**src/rtl/cpu_pkg.sv**
```systemverilog
// Shared definitions for the 5-stage pipelined CPU.
// Holds the datapath and register-address widths, the decoded control
// bundle carried down the pipe, the all-zero bubble control word and the
// writeback-select encodings.
package cpu_pkg;

    localparam int DW = 32;
    localparam int AW = 5;

    // Writeback select encodings
    localparam logic [1:0] MTR_ALU = 2'd0;
    localparam logic [1:0] MTR_MEM = 2'd1;
    localparam logic [1:0] MTR_PC4 = 2'd2;

    typedef struct packed {
        logic       reg_wr;
        logic       mem_rd;
        logic       mem_wr;
        logic [1:0] mem_to_reg;
        logic       alu_src;
        logic [5:0] alu_fun;
        logic       branch;
    } ctrl_t;

    localparam ctrl_t CTRL_NOP = ctrl_t'(13'b0);

endpackage

```
**src/rtl/hazard_detect.sv**
```systemverilog
// Load-use hazard detector.
// Flags when the instruction in EX is a load whose destination is read by
// the instruction currently in ID, so the load result cannot be forwarded
// in time.
// Ports:
//   MemRd_ID_EX, AddrC_ID_EX : load flag and destination of the EX instruction
//   Rs_ID, Rt_ID, UseRt_ID   : sources of the ID instruction
//   LU                       : combinational hazard flag
module hazard_detect
    import cpu_pkg::*;
(
    input  logic          MemRd_ID_EX,
    input  logic [AW-1:0] AddrC_ID_EX,
    input  logic [AW-1:0] Rs_ID,
    input  logic [AW-1:0] Rt_ID,
    input  logic          UseRt_ID,
    output logic          LU
);

    logic rs_hit_s;
    logic rt_hit_s;

    assign rs_hit_s = (AddrC_ID_EX == Rs_ID);
    // Rt only matters when the ID instruction actually reads it
    assign rt_hit_s = UseRt_ID && (AddrC_ID_EX == Rt_ID);
    // A load to $0 produces nothing worth waiting for
    assign LU = MemRd_ID_EX && (AddrC_ID_EX != {AW{1'b0}}) && (rs_hit_s || rt_hit_s);

endmodule

```
**src/rtl/id_ex_stage.sv**
```systemverilog
// ID/EX pipeline register with load-use stall and branch/jump flush.
// Captures ID operands, register numbers and control each cycle, or loads
// a bubble on flush or load-use hazard. Stall freezes PC and IF/ID for the
// hazard cycle; StallCnt counts hazard cycles, saturating at all-ones.
// Ports:
//   clk, reset (synchronous, active-low)
//   *_ID inputs        : decoded instruction from ID
//   Flush              : discard the ID instruction
//   *_ID_EX outputs    : registered copy presented to EX / forwarding unit
//   Stall              : combinational hold for PC and IF/ID
//   StallCnt           : saturating load-use stall count
module id_ex_stage
    import cpu_pkg::*;
#(
    parameter int DW    = cpu_pkg::DW,
    parameter int CNT_W = 16
) (
    input  logic             clk,
    input  logic             reset,
    input  logic [DW-1:0]    PC4_ID,
    input  logic [DW-1:0]    DataA_ID,
    input  logic [DW-1:0]    DataB_ID,
    input  logic [DW-1:0]    Imm_ID,
    input  logic [AW-1:0]    Rs_ID,
    input  logic [AW-1:0]    Rt_ID,
    input  logic [AW-1:0]    AddrC_ID,
    input  logic             UseRt_ID,
    input  logic             RegWr_ID,
    input  logic             MemRd_ID,
    input  logic             MemWr_ID,
    input  logic             ALUSrc_ID,
    input  logic             Branch_ID,
    input  logic [1:0]       MemToReg_ID,
    input  logic [5:0]       ALUFun_ID,
    input  logic             Flush,
    output logic [DW-1:0]    PC4_ID_EX,
    output logic [DW-1:0]    DataA_ID_EX,
    output logic [DW-1:0]    DataB_ID_EX,
    output logic [DW-1:0]    Imm_ID_EX,
    output logic [AW-1:0]    Rs_ID_EX,
    output logic [AW-1:0]    Rt_ID_EX,
    output logic [AW-1:0]    AddrC_ID_EX,
    output logic             UseRt_ID_EX,
    output logic             RegWr_ID_EX,
    output logic             MemRd_ID_EX,
    output logic             MemWr_ID_EX,
    output logic             ALUSrc_ID_EX,
    output logic             Branch_ID_EX,
    output logic [1:0]       MemToReg_ID_EX,
    output logic [5:0]       ALUFun_ID_EX,
    output logic             Stall,
    output logic [CNT_W-1:0] StallCnt
);

    logic [DW-1:0]    pc4_d, pc4_q;
    logic [DW-1:0]    data_a_d, data_a_q;
    logic [DW-1:0]    data_b_d, data_b_q;
    logic [DW-1:0]    imm_d, imm_q;
    logic [AW-1:0]    rs_d, rs_q;
    logic [AW-1:0]    rt_d, rt_q;
    logic [AW-1:0]    addr_c_d, addr_c_q;
    logic             use_rt_d, use_rt_q;
    ctrl_t            ctrl_d, ctrl_q;
    logic [CNT_W-1:0] stall_cnt_d, stall_cnt_q;
    ctrl_t            ctrl_in_s;
    logic             lu_s;

    assign ctrl_in_s = '{reg_wr: RegWr_ID, mem_rd: MemRd_ID, mem_wr: MemWr_ID,
                         mem_to_reg: MemToReg_ID, alu_src: ALUSrc_ID,
                         alu_fun: ALUFun_ID, branch: Branch_ID};

    hazard_detect u_hazard_detect (
        .MemRd_ID_EX (ctrl_q.mem_rd),
        .AddrC_ID_EX (addr_c_q),
        .Rs_ID       (Rs_ID),
        .Rt_ID       (Rt_ID),
        .UseRt_ID    (UseRt_ID),
        .LU          (lu_s)
    );

    // A flushed instruction is discarded anyway, so holding IF/ID is pointless
    assign Stall = lu_s && !Flush;

    // Next-state selection: flush or hazard loads a bubble, else capture ID
    always_comb begin
        pc4_d       = {DW{1'b0}};
        data_a_d    = {DW{1'b0}};
        data_b_d    = {DW{1'b0}};
        imm_d       = {DW{1'b0}};
        rs_d        = {AW{1'b0}};
        rt_d        = {AW{1'b0}};
        addr_c_d    = {AW{1'b0}};
        use_rt_d    = 1'b0;
        ctrl_d      = CTRL_NOP;
        stall_cnt_d = stall_cnt_q;
        if (Flush) begin
            stall_cnt_d = stall_cnt_q;
        end else if (lu_s) begin
            if (stall_cnt_q != {CNT_W{1'b1}}) begin
                stall_cnt_d = stall_cnt_q + CNT_W'(1);
            end else begin
                stall_cnt_d = stall_cnt_q;
            end
        end else begin
            pc4_d    = PC4_ID;
            data_a_d = DataA_ID;
            data_b_d = DataB_ID;
            imm_d    = Imm_ID;
            rs_d     = Rs_ID;
            rt_d     = Rt_ID;
            addr_c_d = AddrC_ID;
            use_rt_d = UseRt_ID;
            ctrl_d   = ctrl_in_s;
        end
    end

    // Pipeline and counter registers with synchronous active-low reset
    always_ff @(posedge clk) begin
        if (!reset) begin
            pc4_q       <= {DW{1'b0}};
            data_a_q    <= {DW{1'b0}};
            data_b_q    <= {DW{1'b0}};
            imm_q       <= {DW{1'b0}};
            rs_q        <= {AW{1'b0}};
            rt_q        <= {AW{1'b0}};
            addr_c_q    <= {AW{1'b0}};
            use_rt_q    <= 1'b0;
            ctrl_q      <= CTRL_NOP;
            stall_cnt_q <= {CNT_W{1'b0}};
        end else begin
            pc4_q       <= pc4_d;
            data_a_q    <= data_a_d;
            data_b_q    <= data_b_d;
            imm_q       <= imm_d;
            rs_q        <= rs_d;
            rt_q        <= rt_d;
            addr_c_q    <= addr_c_d;
            use_rt_q    <= use_rt_d;
            ctrl_q      <= ctrl_d;
            stall_cnt_q <= stall_cnt_d;
        end
    end

    assign PC4_ID_EX      = pc4_q;
    assign DataA_ID_EX    = data_a_q;
    assign DataB_ID_EX    = data_b_q;
    assign Imm_ID_EX      = imm_q;
    assign Rs_ID_EX       = rs_q;
    assign Rt_ID_EX       = rt_q;
    assign AddrC_ID_EX    = addr_c_q;
    assign UseRt_ID_EX    = use_rt_q;
    assign RegWr_ID_EX    = ctrl_q.reg_wr;
    assign MemRd_ID_EX    = ctrl_q.mem_rd;
    assign MemWr_ID_EX    = ctrl_q.mem_wr;
    assign ALUSrc_ID_EX   = ctrl_q.alu_src;
    assign Branch_ID_EX   = ctrl_q.branch;
    assign MemToReg_ID_EX = ctrl_q.mem_to_reg;
    assign ALUFun_ID_EX   = ctrl_q.alu_fun;
    assign StallCnt       = stall_cnt_q;

endmodule

```
**config.mk**
```make
export PLATFORM = sky130hd
export DESIGN_NAME = id_ex_stage
export DESIGN_NICKNAME = d
export VERILOG_FILES = /design/src/rtl/cpu_pkg.sv /design/src/rtl/hazard_detect.sv /design/src/rtl/id_ex_stage.sv
export SDC_FILE = /design/constraint.sdc
export NUM_CORES = 1
export LEC_CHECK = 0
export ABC_CLOCK_PERIOD_IN_PS = 1940
export CAP_MARGIN = 40
export CORE_AREA = 2 2 130 132
export CTS_CLUSTER_DIAMETER = 60
export CTS_CLUSTER_SIZE = 25
export DETAILED_ROUTE_END_ITERATION = 8
export DIE_AREA = 0 0 132 134
export PLACE_DENSITY = 0.79
export RECOVER_POWER = 100
export SLEW_MARGIN = 20
export SYNTH_ARGS = -nofsm -noshare
export SYNTH_HDL_FRONTEND = slang
export SYNTH_SLANG_ARGS = --single-unit
```
**constraint.sdc**
```tcl
create_clock -name clk -period 1.94 [get_ports clk]
set_input_delay 0.388 -clock clk [delete_from_list [all_inputs] [get_ports clk]]
set_output_delay 0.388 -clock clk [all_outputs]
set_load 0.05 [all_outputs]
```
* Yosys cells after proc, flatten, opt, wreduce, memory -nomap -nowiden
Index checks and enable logic that the tools add are counted.
** Word-level totals
- Input port bits :: 160
- Flip-flop bits (word level) :: 173
** Cells by class
- Equal/unequal tests :: 3
- Reductions and logical operators :: 9
- Bitwise operators :: 2
- $add $sub $neg :: 1
** Operator list (number)
- adder 16 x 1 -> 16 bit, second input constant :: 1
- inequality test 16 bit, second input constant :: 1
- == test 5 bit :: 2
- nonzero test 5 bit :: 1
- logical AND 1 bit :: 4
- AND reduction 3 bit :: 1
- OR reduction 3 bit :: 1
- inverter 1 bit :: 2
- zero test 1 bit :: 1
- logical OR 1 bit :: 1

* Longest topological paths before layout
- Depth after elaboration :: 5
- Gate-level depth with buffers :: 7
- Depth with buffers taken out :: 5

* Cells and area by module
From an unflattened synthesis, not the netlist that was laid out.
** Unflattened totals
- Cell total of the unflattened synthesis :: 446
- Area, all modules :: 5153.7 um^2
** Modules (own cells, without submodules)
- id_ex_stage :: cells each 429, area an instance 5021.1 um^2, seq. area each 3463.3 um^2, instances 1
- hazard_detect :: cells each 17, area an instance 132.6 um^2, seq. area each 0.0 um^2, instances 1

* Worst setup path after synthesis
No wires, ideal clock.
- Kind :: register to output
- From :: register addr_c_q[0] (netlist: AddrC_ID_EX[0])
- To :: output Stall
- Cell stages (with the launch flop) :: 7
- Path buffers :: 2
- Path slack :: -0.766 ns
- Required time :: 1.552 ns
- Arrival :: 2.318 ns
- Path through :: dfxtp_1 xor2_1 nor4_2 a32oi_2 buf_6 buf_2 nor2_1
** On the way
- Longest elaborated chain between the ends :: 5
** RTL lines
- start: declaration :: line id_ex_stage.sv:61 : logic [AW-1:0] addr_c_d, addr_c_q;
- start signal: assignment :: line id_ex_stage.sv:126 : addr_c_q <= {AW{1'b0}};
- start signal: assignment :: line id_ex_stage.sv:137 : addr_c_q <= addr_c_d;
- == test 5 bit :: line hazard_detect.sv:25 : assign rt_hit_s = UseRt_ID && (AddrC_ID_EX == Rt_ID);
- logical AND 1 bit :: line hazard_detect.sv:25
- logical OR 1 bit :: line hazard_detect.sv:27 : assign LU = MemRd_ID_EX && (AddrC_ID_EX != {AW{1'b0}}) && (rs_hit_s || rt_hit_s);
- logical AND 1 bit (*) :: line hazard_detect.sv:27
- logical AND 1 bit (*) :: line id_ex_stage.sv:82 : assign Stall = lu_s && !Flush;
- end: declaration :: line id_ex_stage.sv:51 : output logic Stall,
Mark *: on every way between the ends. The rest lies on a longest branch, timed or not.

* Worst setup path after layout
- From :: register addr_c_q[1] (netlist: AddrC_ID_EX[1])
- To :: output Stall
Same word-level chain as after synthesis.

==> reports/metrics.csv <==
stage;metric;value;unit
worst_setup_path;r2r_setup_slack;-0.33;ns
clock_tree;postCtsHoldBufs;0;
die;die_h;134;µm
global_route;antenna_found_initial;0;
yosys;synthArstFlopShare;0;%
final_layout;antennaDiodeCount;0;
die;io_pins;334;
yosys;synth_warnings;0;
sta;worst_pin_slew;0.699;ns
yosys;synth_area_per_cell;11.6;µm²
power_and_ir_drop;p_int;6.25;mW
sta;rsz0062_at_grt;true;
clock_tree;cts_buffers;17;
power_and_ir_drop;p_leak;4.72;nW
sta;fin_ws;-0.389;ns
die;initial_utilization;32.2;%
sta;fin_hold_ws;0.384;ns
global_route;grt_pass1_wl;26.1;mm
sta;skew;0.0258;ns
placed_design;numPlacedInstances;1008;
final_layout;drive_gt1_share;34.3;%
clock_tree;root_buffer;clkbuf_16;
sta;hold_viol_final;0;
drt;antenna_left;0;
clock_tree;path_clk_slew;0.07;ns
clock_tree;htreeDepth;4;
sta;report.final.slew_viol_count;0;
yosys;synth-edff-count;0;
worst_setup_path;required;1.55;ns
final_layout;final_common_cell;dfxtp_1;
yosys;yosysUniqueCellTypes;37;
yosys;ys_ff_latch;173;
drt;detail_route.vias_per_cell;4.43;
yosys;synthCells;454;
worst_setup_path;crit_path_end_kind;output pin;
job;cap_violations;0;
sta;fmaxAchievable;0.429;GHz
outcome;violations;negative setup slack;
power_and_ir_drop;combPwrFrac;17.3;%
power_and_ir_drop;sw_frac_of_total;27.3;%
clock_tree;worstSkewPairLatency;0.44;ns
clock_tree;cts_tree;done;
global_route;grtUsageTotal;19.7;%
placed_design;finalWeightedCongestion;0.768;
drt;wl_per_cell;18.8;µm
clock_tree;clockBufferDepth;2;
final_layout;nNetsFinal;1015;
power_and_ir_drop;powerDensity;827;nW/µm²
worst_setup_path;reg2reg_depth;8;
die;die_w;132;µm
drt;vias;4807;
yosys;ys_seq_area_share;66.0;%
drt;drt_wl_total;20.5;mm
sta;setup_viol;172;
die;core;16300;µm²
global_route;overflow;0;
sta;slew_headroom;53.6;%
drt;drc;0;
drt;drt-pass1-iter-count;4;
worst_setup_path;crit_type;flop to output pin;
die;die_area;17700;µm²
drt;drt_iter0_drc;136;
clock_tree;clkSinkCount;173;
placed_design;port_buffers;333;
global_route;grt_max_degree;24;
sta;period_needed;2.33;ns
final_layout;final_cell_count_no_fill;1086;
worst_setup_path;cp.arrival;1.94;ns
die;rows;47;
hold_path;hold_path_depth;2;
yosys;synth_nets;615;
global_route;grt_pass1_vias;4645;
outcome;outcome;finished with violations;
worst_setup_path;cp-start-kind;flop;
hold_path;hold_class;input pin to flop;
power_and_ir_drop;switching_power;2.35;mW
power_and_ir_drop;clkPwrFrac;39.4;%
power_and_ir_drop;ir_drop;0.587;mV
yosys;syn_area;5250;µm²
final_layout;fillCellCount;1299;
power_and_ir_drop;seq_power_share;43.2;%
final_layout;area_growth;98.2;%
worst_setup_path;crit_path_max_fanout;2;
placed_design;dpl.hpwl;12.3;mm
final_layout;final_cell_mix;167 x dfxtp_1, 159 x clkdlybuf4s50_1, 151 x and2_4, 109 x dlygate4sd2_1, 56 x clkbuf_1;
sta;min_period_over_period;120;%
yosys;synth_top_flop_cell;dfxtp_1;
[kinds of logic (layout without fill, tap and decap cells)]
group	count (synthesis)	in the layout	synth area share [%]
AOI/OAI and AO/OA	25	28	3.41
xor gates and xnor gates	10	10	1.67
adders and majority gates	1	1	0.238
buffers and inverters	24	433	2.24
DFF	173	173	66.0
muxes	6	6	1.14
and+or+nand+nor	215	215	25.3
[final timing paths]
kind                       start            to
setup / recovery  AddrC_ID_EX[1]         Stall
hold / removal          Rt_ID[3]   Rt_ID_EX[3]
setup reg to reg  AddrC_ID_EX[2]  StallCnt[13]
hold reg to reg      StallCnt[5]   StallCnt[5]
[Yosys cell counts (all sizes together) (2+ instances only)]
library cell / count / area, µm²
a21oi: 9 / 45.0
and2: 158 / 988
and3: 4 / 25.0
and4: 2 / 17.5
buf: 4 / 26.3
clkbuf: 17 / 80.1
dfxtp: 173 / 3460
inv: 2 / 7.51
mux2i: 6 / 60.1
nand2: 14 / 52.6
nand2b: 5 / 31.3
nand3: 4 / 20.0
nand4: 4 / 25.0
nand4b: 2 / 17.5
nor2: 4 / 15.0
nor3: 2 / 10.0
nor4: 4 / 31.3
o211a: 2 / 20.0
o21ai: 2 / 10.0
o31ai: 7 / 52.6
or4: 9 / 67.6
xor2: 9 / 78.8
[flip-flops by register name, indices dropped and copies added (netlist names), 2 cells and up]
signal and cells:
PC4_ID_EX 32, Imm_ID_EX 32, AddrC_ID_EX 5, Rs_ID_EX 5, Rt_ID_EX 5, StallCnt 16
DataA_ID_EX 32, MemToReg_ID_EX 2, DataB_ID_EX 32, ALUFun_ID_EX 6
[power groups by stage]
stage	registers [mW]	clock network [mW]	logic, mW
2_1_floorplan	4.26	0	0.154
3_3_place_gp	3.80	0	1.25
3_5_place_dp	3.80	0	1.26
4_1_cts	3.72	3.43	1.31
5_1_grt	3.73	3.59	1.55
6_report	3.72	3.39	1.49
[layer usage]
metal  routed length (µm)  GRT usage (%)
met1                 7230           20.7
met2                11100           35.8
met3                 1530           7.41
met5                    0              0
met4                  558           7.37
[critical path, stage by stage (launching register included)]
cell and delay, ns:
dfxtp_4 0.36, or4_4 0.54, o211ai_1 0.25, buf_4 0.19, nor2_4 0.04, buf_12 0.13
[cell type report]
cell class / instances / area, µm² / area share (%)
repair buffers: 399 / 3760 / 36.2
clock buffers: 18 / 450 / 4.33
well taps: 220 / 275 / 2.65
inverters: 3 / 11.3 / 0.108
flip-flops and latches: 173 / 3480 / 33.5
multi-input cells: 260 / 2290 / 22.0
clock inverters: 13 / 126 / 1.22
[stage by stage]
step / instance area [µm²] / power, mW / setup WS [ns] / utilization, % / TNS, ns
2_1_floorplan: 5280 / 4.42 / -0.0501 / - / -0.0501
3_3_place_gp: 8900 / 5.05 / -0.479 / 54.6 / -69.46
3_5_place_dp: 8900 / 5.06 / -0.541 / 54.6 / -76.18
4_1_cts: 9820 / 8.46 / -0.391 / 60.3 / -29.87
5_1_grt: 10400 / 8.87 / -0.463 / 63.8 / -54.26
6_report: 10400 / 8.60 / -0.389 / 63.8 / -41.35
[timing repair]
item | 4_1_cts | 5_1_grt
gates cloned | 10 | 13
pin swaps | 65 | 114
resized for setup | 151 | 214
buffers inserted | 24 | 20
setup endpoints to repair | 128 | 198
Power figures use the tool's default switching activity.
